### src/rtl/codifica_hamming_pkg.sv
// Shared constants for the Hamming(15,11) encoder:
// codeword layout, parity coverage masks and word widths.
package codifica_hamming_pkg;

  localparam int DATA_W = 11;
  localparam int CODE_W = 15;

  localparam logic [3:0] P0_IDX = 4'd14;
  localparam logic [3:0] P1_IDX = 4'd13;
  localparam logic [3:0] P2_IDX = 4'd11;
  localparam logic [3:0] P3_IDX = 4'd7;

  // codeword bit that carries dado[i]
  localparam logic [3:0] DATA_IDX [DATA_W] = '{
    4'd0, 4'd1, 4'd2, 4'd3, 4'd4, 4'd5,
    4'd6, 4'd8, 4'd9, 4'd10, 4'd12
  };

  localparam logic [CODE_W-1:0] P0_MASK = 15'h1555;
  localparam logic [CODE_W-1:0] P1_MASK = 15'h1333;
  localparam logic [CODE_W-1:0] P2_MASK = 15'h070F;
  localparam logic [CODE_W-1:0] P3_MASK = 15'h007F;

endpackage

### src/rtl/codifica_hamming_paridade.sv
// Combinational Hamming(15,11) mapper: places data bits
// and computes the four parity bits.
module codifica_hamming_paridade
  import codifica_hamming_pkg::*;
(
  input  logic [DATA_W-1:0] dado,
  output logic [CODE_W-1:0] codigo
);

  logic [CODE_W-1:0] data_c;

  always_comb begin
    data_c = '0;
    for (int i = 0; i < DATA_W; i++) begin
      data_c[DATA_IDX[i]] = dado[i];
    end
  end

  always_comb begin
    codigo = data_c;
    codigo[P0_IDX] = ^(data_c & P0_MASK);
    codigo[P1_IDX] = ^(data_c & P1_MASK);
    codigo[P2_IDX] = ^(data_c & P2_MASK);
    codigo[P3_IDX] = ^(data_c & P3_MASK);
  end

endmodule

### src/rtl/codifica_hamming.sv
// Streaming Hamming(15,11) encoder with 2-entry skid buffer,
// one-shot error injection and accepted-word counter.
module codifica_hamming
  import codifica_hamming_pkg::*;
#(
  parameter int CNT_W = 16
) (
  input  logic              clk,
  input  logic              rst,
  input  logic              in_valid,
  output logic              in_ready,
  input  logic [DATA_W-1:0] dado,
  output logic              out_valid,
  input  logic              out_ready,
  output logic [CODE_W-1:0] codigo,
  input  logic              inj_arm,
  input  logic [3:0]        inj_pos,
  output logic              inj_pending,
  output logic [CNT_W-1:0]  palavras_cnt
);

  logic [CODE_W-1:0] codigo_q, codigo_d;
  logic [CODE_W-1:0] skid_q, skid_d;
  logic              out_valid_q, out_valid_d;
  logic              skid_valid_q, skid_valid_d;
  logic              in_ready_q, in_ready_d;
  logic              inj_pending_q, inj_pending_d;
  logic [3:0]        inj_pos_q, inj_pos_d;
  logic [CNT_W-1:0]  cnt_q, cnt_d;

  logic [CODE_W-1:0] enc;
  logic [CODE_W-1:0] word;
  logic [3:0]        pos_eff;
  logic              flip_en;
  logic              in_fire;
  logic              out_fire;

  codifica_hamming_paridade u_paridade (
    .dado   (dado),
    .codigo (enc)
  );

  assign in_fire  = in_valid & in_ready_q;
  assign out_fire = out_valid_q & out_ready;

  // an arm in the same cycle as a transfer targets that very word
  assign pos_eff = inj_arm ? inj_pos : inj_pos_q;
  assign flip_en = (inj_arm | inj_pending_q) & (pos_eff != 4'hF);
  assign word    = flip_en
                 ? enc ^ ({{(CODE_W-1){1'b0}}, 1'b1} << pos_eff)
                 : enc;

  always_comb begin
    codigo_d     = codigo_q;
    out_valid_d  = out_valid_q;
    skid_d       = skid_q;
    skid_valid_d = skid_valid_q;
    if (!out_valid_q || out_fire) begin
      if (skid_valid_q) begin
        codigo_d     = skid_q;
        out_valid_d  = 1'b1;
        skid_valid_d = in_fire;
        if (in_fire) skid_d = word;
      end else begin
        out_valid_d = in_fire;
        if (in_fire) codigo_d = word;
      end
    end else if (in_fire) begin
      skid_valid_d = 1'b1;
      skid_d       = word;
    end
    in_ready_d = ~skid_valid_d;
  end

  always_comb begin
    inj_pending_d = inj_pending_q;
    inj_pos_d     = inj_pos_q;
    cnt_d         = cnt_q;
    if (inj_arm) inj_pos_d = inj_pos;
    if (in_fire) begin
      inj_pending_d = 1'b0;
      cnt_d         = cnt_q + {{(CNT_W-1){1'b0}}, 1'b1};
    end else if (inj_arm) begin
      inj_pending_d = 1'b1;
    end
  end

  always_ff @(posedge clk or posedge rst) begin
    if (rst) begin
      codigo_q      <= '0;
      skid_q        <= '0;
      out_valid_q   <= 1'b0;
      skid_valid_q  <= 1'b0;
      in_ready_q    <= 1'b1;
      inj_pending_q <= 1'b0;
      inj_pos_q     <= 4'hF;
      cnt_q         <= '0;
    end else begin
      codigo_q      <= codigo_d;
      skid_q        <= skid_d;
      out_valid_q   <= out_valid_d;
      skid_valid_q  <= skid_valid_d;
      in_ready_q    <= in_ready_d;
      inj_pending_q <= inj_pending_d;
      inj_pos_q     <= inj_pos_d;
      cnt_q         <= cnt_d;
    end
  end

  assign in_ready     = in_ready_q;
  assign out_valid    = out_valid_q;
  assign codigo       = codigo_q;
  assign inj_pending  = inj_pending_q;
  assign palavras_cnt = cnt_q;

endmodule

### config.mk
export PLATFORM = sky130hd
export DESIGN_NAME = codifica_hamming
export DESIGN_NICKNAME = d
export VERILOG_FILES = /design/src/rtl/codifica_hamming_pkg.sv /design/src/rtl/codifica_hamming_paridade.sv /design/src/rtl/codifica_hamming.sv
export SDC_FILE = /design/constraint.sdc
export NUM_CORES = 1
export LEC_CHECK = 0
export ABC_AREA = 0
export CORE_MARGIN = 2
export CORE_UTILIZATION = 56
export CTS_BUF_LIST = sky130_fd_sc_hd__clkbuf_8
export DETAILED_ROUTE_END_ITERATION = 10
export DONT_BUFFER_PORTS = 1
export PLACE_DENSITY = 0.76
export SETUP_SLACK_MARGIN = 0.02
export SLEW_MARGIN = 20
export SYNTH_ARGS = -nofsm -noshare
export SYNTH_HDL_FRONTEND = slang
export SYNTH_SLANG_ARGS = --single-unit
### constraint.sdc
create_clock -name clk -period 2.5 [get_ports clk]
set_input_delay 0.5 -clock clk [delete_from_list [all_inputs] [get_ports clk]]
set_output_delay 0.5 -clock clk [all_outputs]
set_load 0.02 [all_outputs]
# --- Word-level counts from Yosys, hierarchy flattened ---
# Cells that the tools add are included.
word_totals:
  register_bits: 54
  latchBits: 0
  ramBits: 0
  rom_bits: 0
  input_bits: 20
  output_inout_bits: 34
  word_cells: 40
  n_memories: 0
op_classes:
  n_addsub: 1
  mul: 0
  div_mod_pow: 0
  magnitude_cmp: 0
  eq_ne: 2
  shifts: 1
  muxes: 13
  bitwise: 6
  n_reduce_logical: 9
op_table:
  columns: ["operator", "count"]
  rows:
  - ["$mux 15", 6]
  - ["$reduce_xor 15->1", 4]
  - ["$add 16x1->16 const B", 1]
  - ["$shl 1x4->15 const A", 1]
  - ["$xor 15x15->15", 1]
  - ["$mux 1", 6]
  - ["$mux 4", 1]
  - ["$ne 4x4->1 const B", 1]
  - ["$reduce_bool 2->1", 2]
  - ["$and 1x1->1", 3]
  - ["$ne 2x2->1 const B", 1]
  - ["$reduce_and 2->1", 1]
  - ["$logic_not 1->1", 1]
  - ["$logic_or 1x1->1", 1]
  - ["$not 1->1", 1]
  - ["$or 1x1->1", 1]

# --- Longest topological paths before layout ---
depth:
  depth_word: 7
  depth_mapped: 8

# --- Modules after synthesis ---
# A second synthesis with hierarchy kept.
hier_totals:
  cells_unflattened: 258
  hier_area_um2: 2830.2
modules_own_cells:
  columns: ["module", "n_inst", "cells_per_inst", "area_each_um2", "seq_area_each_um2"]
  rows:
  - ["codifica_hamming", 1, 235, 2528.7, 1357.6]
  - ["codifica_hamming_paridade", 1, 23, 301.5, 0.0]

# --- Least setup slack after synthesis ---
# Ideal clock, no wire load.
synth_timing:
  path_kind: "in2reg"
  start: "input inj_arm"
  end: "register skid_q[14]"
  setup_ps: 125
  t_arrival_ps: 1895
  slack_ps: 481
  stages: 5
  n_path_buf: 1
  cell_sequence: "buf_6 -> or3b_4 -> a221oi_2 -> xnor3_1 -> mux2_2"
synth_via:
  elab_chain_cells: 7
  elab_cells_between_ends: 10
  classes_between: "1 x eq/ne; 1 x shift; 5 x mux; 3 x bitwise"
synth_lines:
  columns: ["item", "line", "rtl"]
  rows:
  - ["from (decl)", "codifica_hamming.sv:16", "input logic inj_arm,"]
  - ["$mux 4", null, null]
  - ["$ne 4x4->1 or $shl 1x4->15 (tied branches)", "codifica_hamming.sv:48, codifica_hamming.sv:50", null]
  - ["$and 1x1->1 or $xor 15x15->15 (tied branches)", "codifica_hamming.sv:48, codifica_hamming.sv:50", null]
  - ["$mux 15 (*)", "codifica_hamming.sv:50", "? enc ^ ({{(CODE_W-1){1'b0}}, 1'b1} << pos_eff)"]
  - ["$mux 15 (*)", "codifica_hamming.sv:63, codifica_hamming.sv:68", null]
  - ["$mux 15", "codifica_hamming.sv:59", "if (skid_valid_q) begin"]
  - ["$mux 15 (*)", "codifica_hamming.sv:58", "if (!out_valid_q || out_fire) begin"]
  - ["to (signal assigned)", "codifica_hamming.sv:100", "skid_q <= skid_d;"]
  - ["to (decl)", "codifica_hamming.sv:23", "logic [CODE_W-1:0] skid_q, skid_d;"]
# Every way passes the cells marked *; elsewhere a longest branch is shown, timed or not. The select of a mux whose other input is x is not followed.
# A chain may end at the register's enable or synchronous reset.

# --- Final worst setup path ---
layout_timing:
  start: "register in_ready_q, in the netlist in_ready"
  end: "register cnt_q[15], in the netlist palavras_cnt[15]"
layout_via:
  elab_chain_cells: 1
layout_lines:
  columns: ["item", "line", "rtl"]
  rows:
  - ["from (decl)", "codifica_hamming.sv:26", "logic in_ready_q, in_ready_d;"]
  - ["from (signal assigned)", "codifica_hamming.sv:103", "in_ready_q <= in_ready_d;"]
  - ["$and 1x1->1", "codifica_hamming.sv:43", "assign in_fire = in_valid & in_ready_q;"]
  - ["to (signal assigned)", "codifica_hamming.sv:106", "cnt_q <= cnt_d;"]
  - ["to (decl)", "codifica_hamming.sv:29", "logic [CNT_W-1:0] cnt_q, cnt_d;"]
# No other way between the ends.

==> summary.txt <==
GLOBAL ROUTING
----------------------------------------------------------------------------------------
Global-route wire length before repair                                           8.94 mm
GRT Util Overall                                                                   20.9%
Antenna violations before repair                                                       0
Maximum number of pins on one net before global-route repair                          32
Global route total overflow                                                            0
Vias in the first global route                                                      1908

STA
----------------------------------------------------------------------------------------
Pins over their slew limit                                                             0
Worst Tran Pin Value                                                             1.04 ns
Ratio of final minimum period to clock period                                      83.6%
TNS Setup                                                                           0 ns
Worst setup skew after layout                                                 0.00716 ns
Number of endpoints with negative hold slack in the final report                       0
RSZ-0062 raised after global routing                                               false
Count of final setup violators                                                         0
Upper clock frequency limit                                                    0.479 GHz
Final Critical Period                                                            2.09 ns
Hold WS                                                                         0.114 ns
Tightest slew margin relative to the limit                                         30.8%

WORST SETUP PATH
----------------------------------------------------------------------------------------
Critical path arrival                                                            2.29 ns
Maximum fanout along the worst path                                                    8
Critical path class                                                           reg -> reg
Crit end category                                                               register
Required time reported for the critical path endpoint                            2.70 ns
Reg-to-reg setup timing slack                                                    0.41 ns
Worst setup SP type                                                             register

PWR
----------------------------------------------------------------------------------------
Leakage power figure                                                          0.00129 uW
Max VDD drop                                                                    0.667 mV
Power density over the cells                                                1050 mW/mm^2

SYNTH
----------------------------------------------------------------------------------------
Synth unique cells                                                                    41
Share of async-settable or async-resettable flops after synthesis                   100%
Avg Cell Area, Syn                                                            10.8 sq um
Cell Area, Synth                                                            0.00285 sq mm
Portion of synthesized cell area occupied by the leading cell type                 43.0%
Main flop type after synthesis                                                   dfrtp_1
Most used standard cell by instance count after synthesis                        dfrtp_1
Post-synth top cells                                                        dfrtp_1 (49), nand2_1 (33), xnor2_1 (28)
Register area share after synthesis                                                47.6%
Biggest area consumer among synthesized cells                                    dfrtp_1
Syn Nets                                                                             286
Cells taking the most area after synthesis                                  dfrtp_1 (43%), xnor2_1 (8.6%), mux2_2 (4.7%)
Number of flops mapped to enable cells by yosys                                        0
Seq cells post-synth                                                                  54
Post-Syn Instances                                                                   265
Syn. warnings                                                                          0

DRT
----------------------------------------------------------------------------------------
Wire length per cell after detailed routing                                 17.0 microns
Detailed Route WL                                                                5.64 mm
Detailed-route via count                                                            1926
Violation count after the first detailed-route iteration                              78
Post-detailed-route count of antenna-violating nets                                    0
Number of search-and-repair iterations in the first detailed-routing pass              4
Number of vias per cell after detailed routing                                      5.80
DRC Markers                                                                            0

CTS
----------------------------------------------------------------------------------------
Clock buffer count from CTS                                                            5
Clock Tree Buf Depth                                                                   2
Library cell used as clock root buffer                                          clkbuf_8
Quantity of gates resized following cts                                                0
CTS tree                                                                             yes
# H-tree levels                                                                        2
Clock-pin slew of the registers on the worst-case setup and hold paths           0.10 ns
Sink Count                                                                            54
Hold-fix buffers at CTS                                                                0
Worst-skew pair later-pin latency                                                0.30 ns
Buffer count from post-CTS setup fixing                                                0

DIE
----------------------------------------------------------------------------------------
Number of ports placed on the die boundary                                            54
Starting Density                                                                   59.2%
Die H                                                                       75.3 microns
Die Span X                                                                  75.3 microns
Floorplan row count                                                                   25
Die ar.                                                                     0.00568 sq mm
Total core area                                                             0.00482 sq mm

FINAL LAYOUT
----------------------------------------------------------------------------------------
Layout cells sized above 1                                                         12.8%
Diode insertion count for antenna repair                                               0
Final net count                                                                      285
Layout Utilization                                                                 63.1%
Syn-to-layout area delta                                                           6.72%
Post-route non-filler standard cell count                                            332

PLACE
----------------------------------------------------------------------------------------
Placer congestion estimate                                                         0.853
Cell count after placement                                                           324
Number of I/O port buffers                                                             0
Detail Placement HPWL                                                            4.25 mm

MIN PATH
----------------------------------------------------------------------------------------
Worst Hold Class                                                             in -> async

RUN
----------------------------------------------------------------------------------------
Max cap viols                                                                          0

OUTCOME
----------------------------------------------------------------------------------------
Outcome                                                                     complete, no violations

sequential cells by signal (all words and copies together) (netlist names):
register	flops
out_valid	1
skid_valid_q	1
inj_pending	1
codigo	15
inj_pos_q	4
in_ready	1
palavras_cnt	16
skid_q	15
final cells by class:
type,count,area (sq um)
Tap cell,67,83.8
Timing Repair Buffer,3,35.0
Clock buffer,6,82.6
Inverter,7,26.3
Sequential cell,54,1360
Fill cell,417,1780
Multi-Input combinational cell,193,1420
Clock inverter,2,38.8
where the power goes:
part / leakage, uW / internal, uW / switching (uW)
Combinational: 0.000566 / 426 / 471
Clock: 0.0000618 / 330 / 286
Sequential: 0.000667 / 1210 / 486
Total: 0.00129 / 1960 / 1240
layer usage:
metal	vias to the layer above	GRT usage, %	share of wire, %
met5	-	0	0
met4	0	5.65	0.97
met3	7	5.56	6.9
met2	56	33.9	49
met1	940	28.1	43
li1	923	-	-
worst paths after layout:
path / start / depth (start not counted) / to
max in group asynchronous: rst / 2 / in_ready$_DFF_PP1_
setup / recovery: in_ready$_DFF_PP1_ / 5 / palavras_cnt[15]$_DFFE_PP0P_
hold reg to reg: skid_q[1]$_DFFE_PP0P_ / 2 / skid_q[1]$_DFFE_PP0P_
setup reg to reg: in_ready$_DFF_PP1_ / 5 / palavras_cnt[15]$_DFFE_PP0P_
hold / removal: rst / 1 / codigo[1]$_DFFE_PP0P_
min in group clk: inj_arm / 1 / inj_pos_q[3]$_DFF_PP1_
critical path: stages (launching register included):
cell and delay (ns):
dfstp_2 0.61, and2_1 0.33, nand3_1 0.19, nor3_1 0.51, nand3_1 0.18, xnor2_1 0.16
kinds of logic after synthesis:
| family | Yosys count | synth area share, % |
|---|---|---|
| AND/OR/NAND/NOR | 89 | 16.7 |
| flip-flops | 54 | 47.6 |
| XOR/XNOR | 44 | 15.5 |
| AO/OA/AOI/OAI | 36 | 8.38 |
| multiplexers | 23 | 8.60 |
| buffers and inverters | 18 | 2.77 |
| adder cells (fa/ha/maj) | 1 | 0.439 |
metrics by stage:
step | cell area, sq um | worst slack [ns] | total power [uW]
floorplan | 2850 | 0.481 | 2400
global placement | 2920 | 0.458 | 2580
detailed placement | 2920 | 0.445 | 2630
CTS | 3040 | 0.422 | 3250
global route | 3040 | 0.236 | 3420
finish | 3040 | 0.410 | 3210
cells in the final DEF (no fill, tap or decap), types with 2 or more instances in the layout:
| cell type | netlist | layout |
|---|---|---|
| dfrtp_1 | 49 | 49 |
| nand2_1 | 33 | 33 |
| xnor2_1 | 28 | 28 |
| o21ai_0 | 19 | 17 |
| nand3_1 | 15 | 15 |
| xor2_1 | 12 | 12 |
| mux2_2 | 12 | 12 |
| mux2i_1 | 11 | 11 |
| inv_1 | 7 | 6 |
| nor2_1 | 6 | 6 |
| clkbuf_8 | 0 | 6 |
| and3b_1 | 5 | 5 |
| nor3b_1 | 5 | 5 |
| o221ai_1 | 5 | 5 |
| or3_1 | 5 | 5 |
| dfstp_2 | 5 | 5 |
| o22ai_1 | 3 | 3 |
| nor3_1 | 3 | 3 |
| nand3b_1 | 3 | 3 |
| xnor3_1 | 3 | 3 |
| nand4_1 | 3 | 3 |
| and2_1 | 2 | 2 |
| nor2b_1 | 2 | 2 |
| o21ai_1 | 1 | 2 |
| a2bb2oi_1 | 2 | 2 |
| a221oi_2 | 2 | 2 |
| and3_1 | 2 | 2 |
| buf_4 | 1 | 2 |
(Power assumes the default switching activity.)
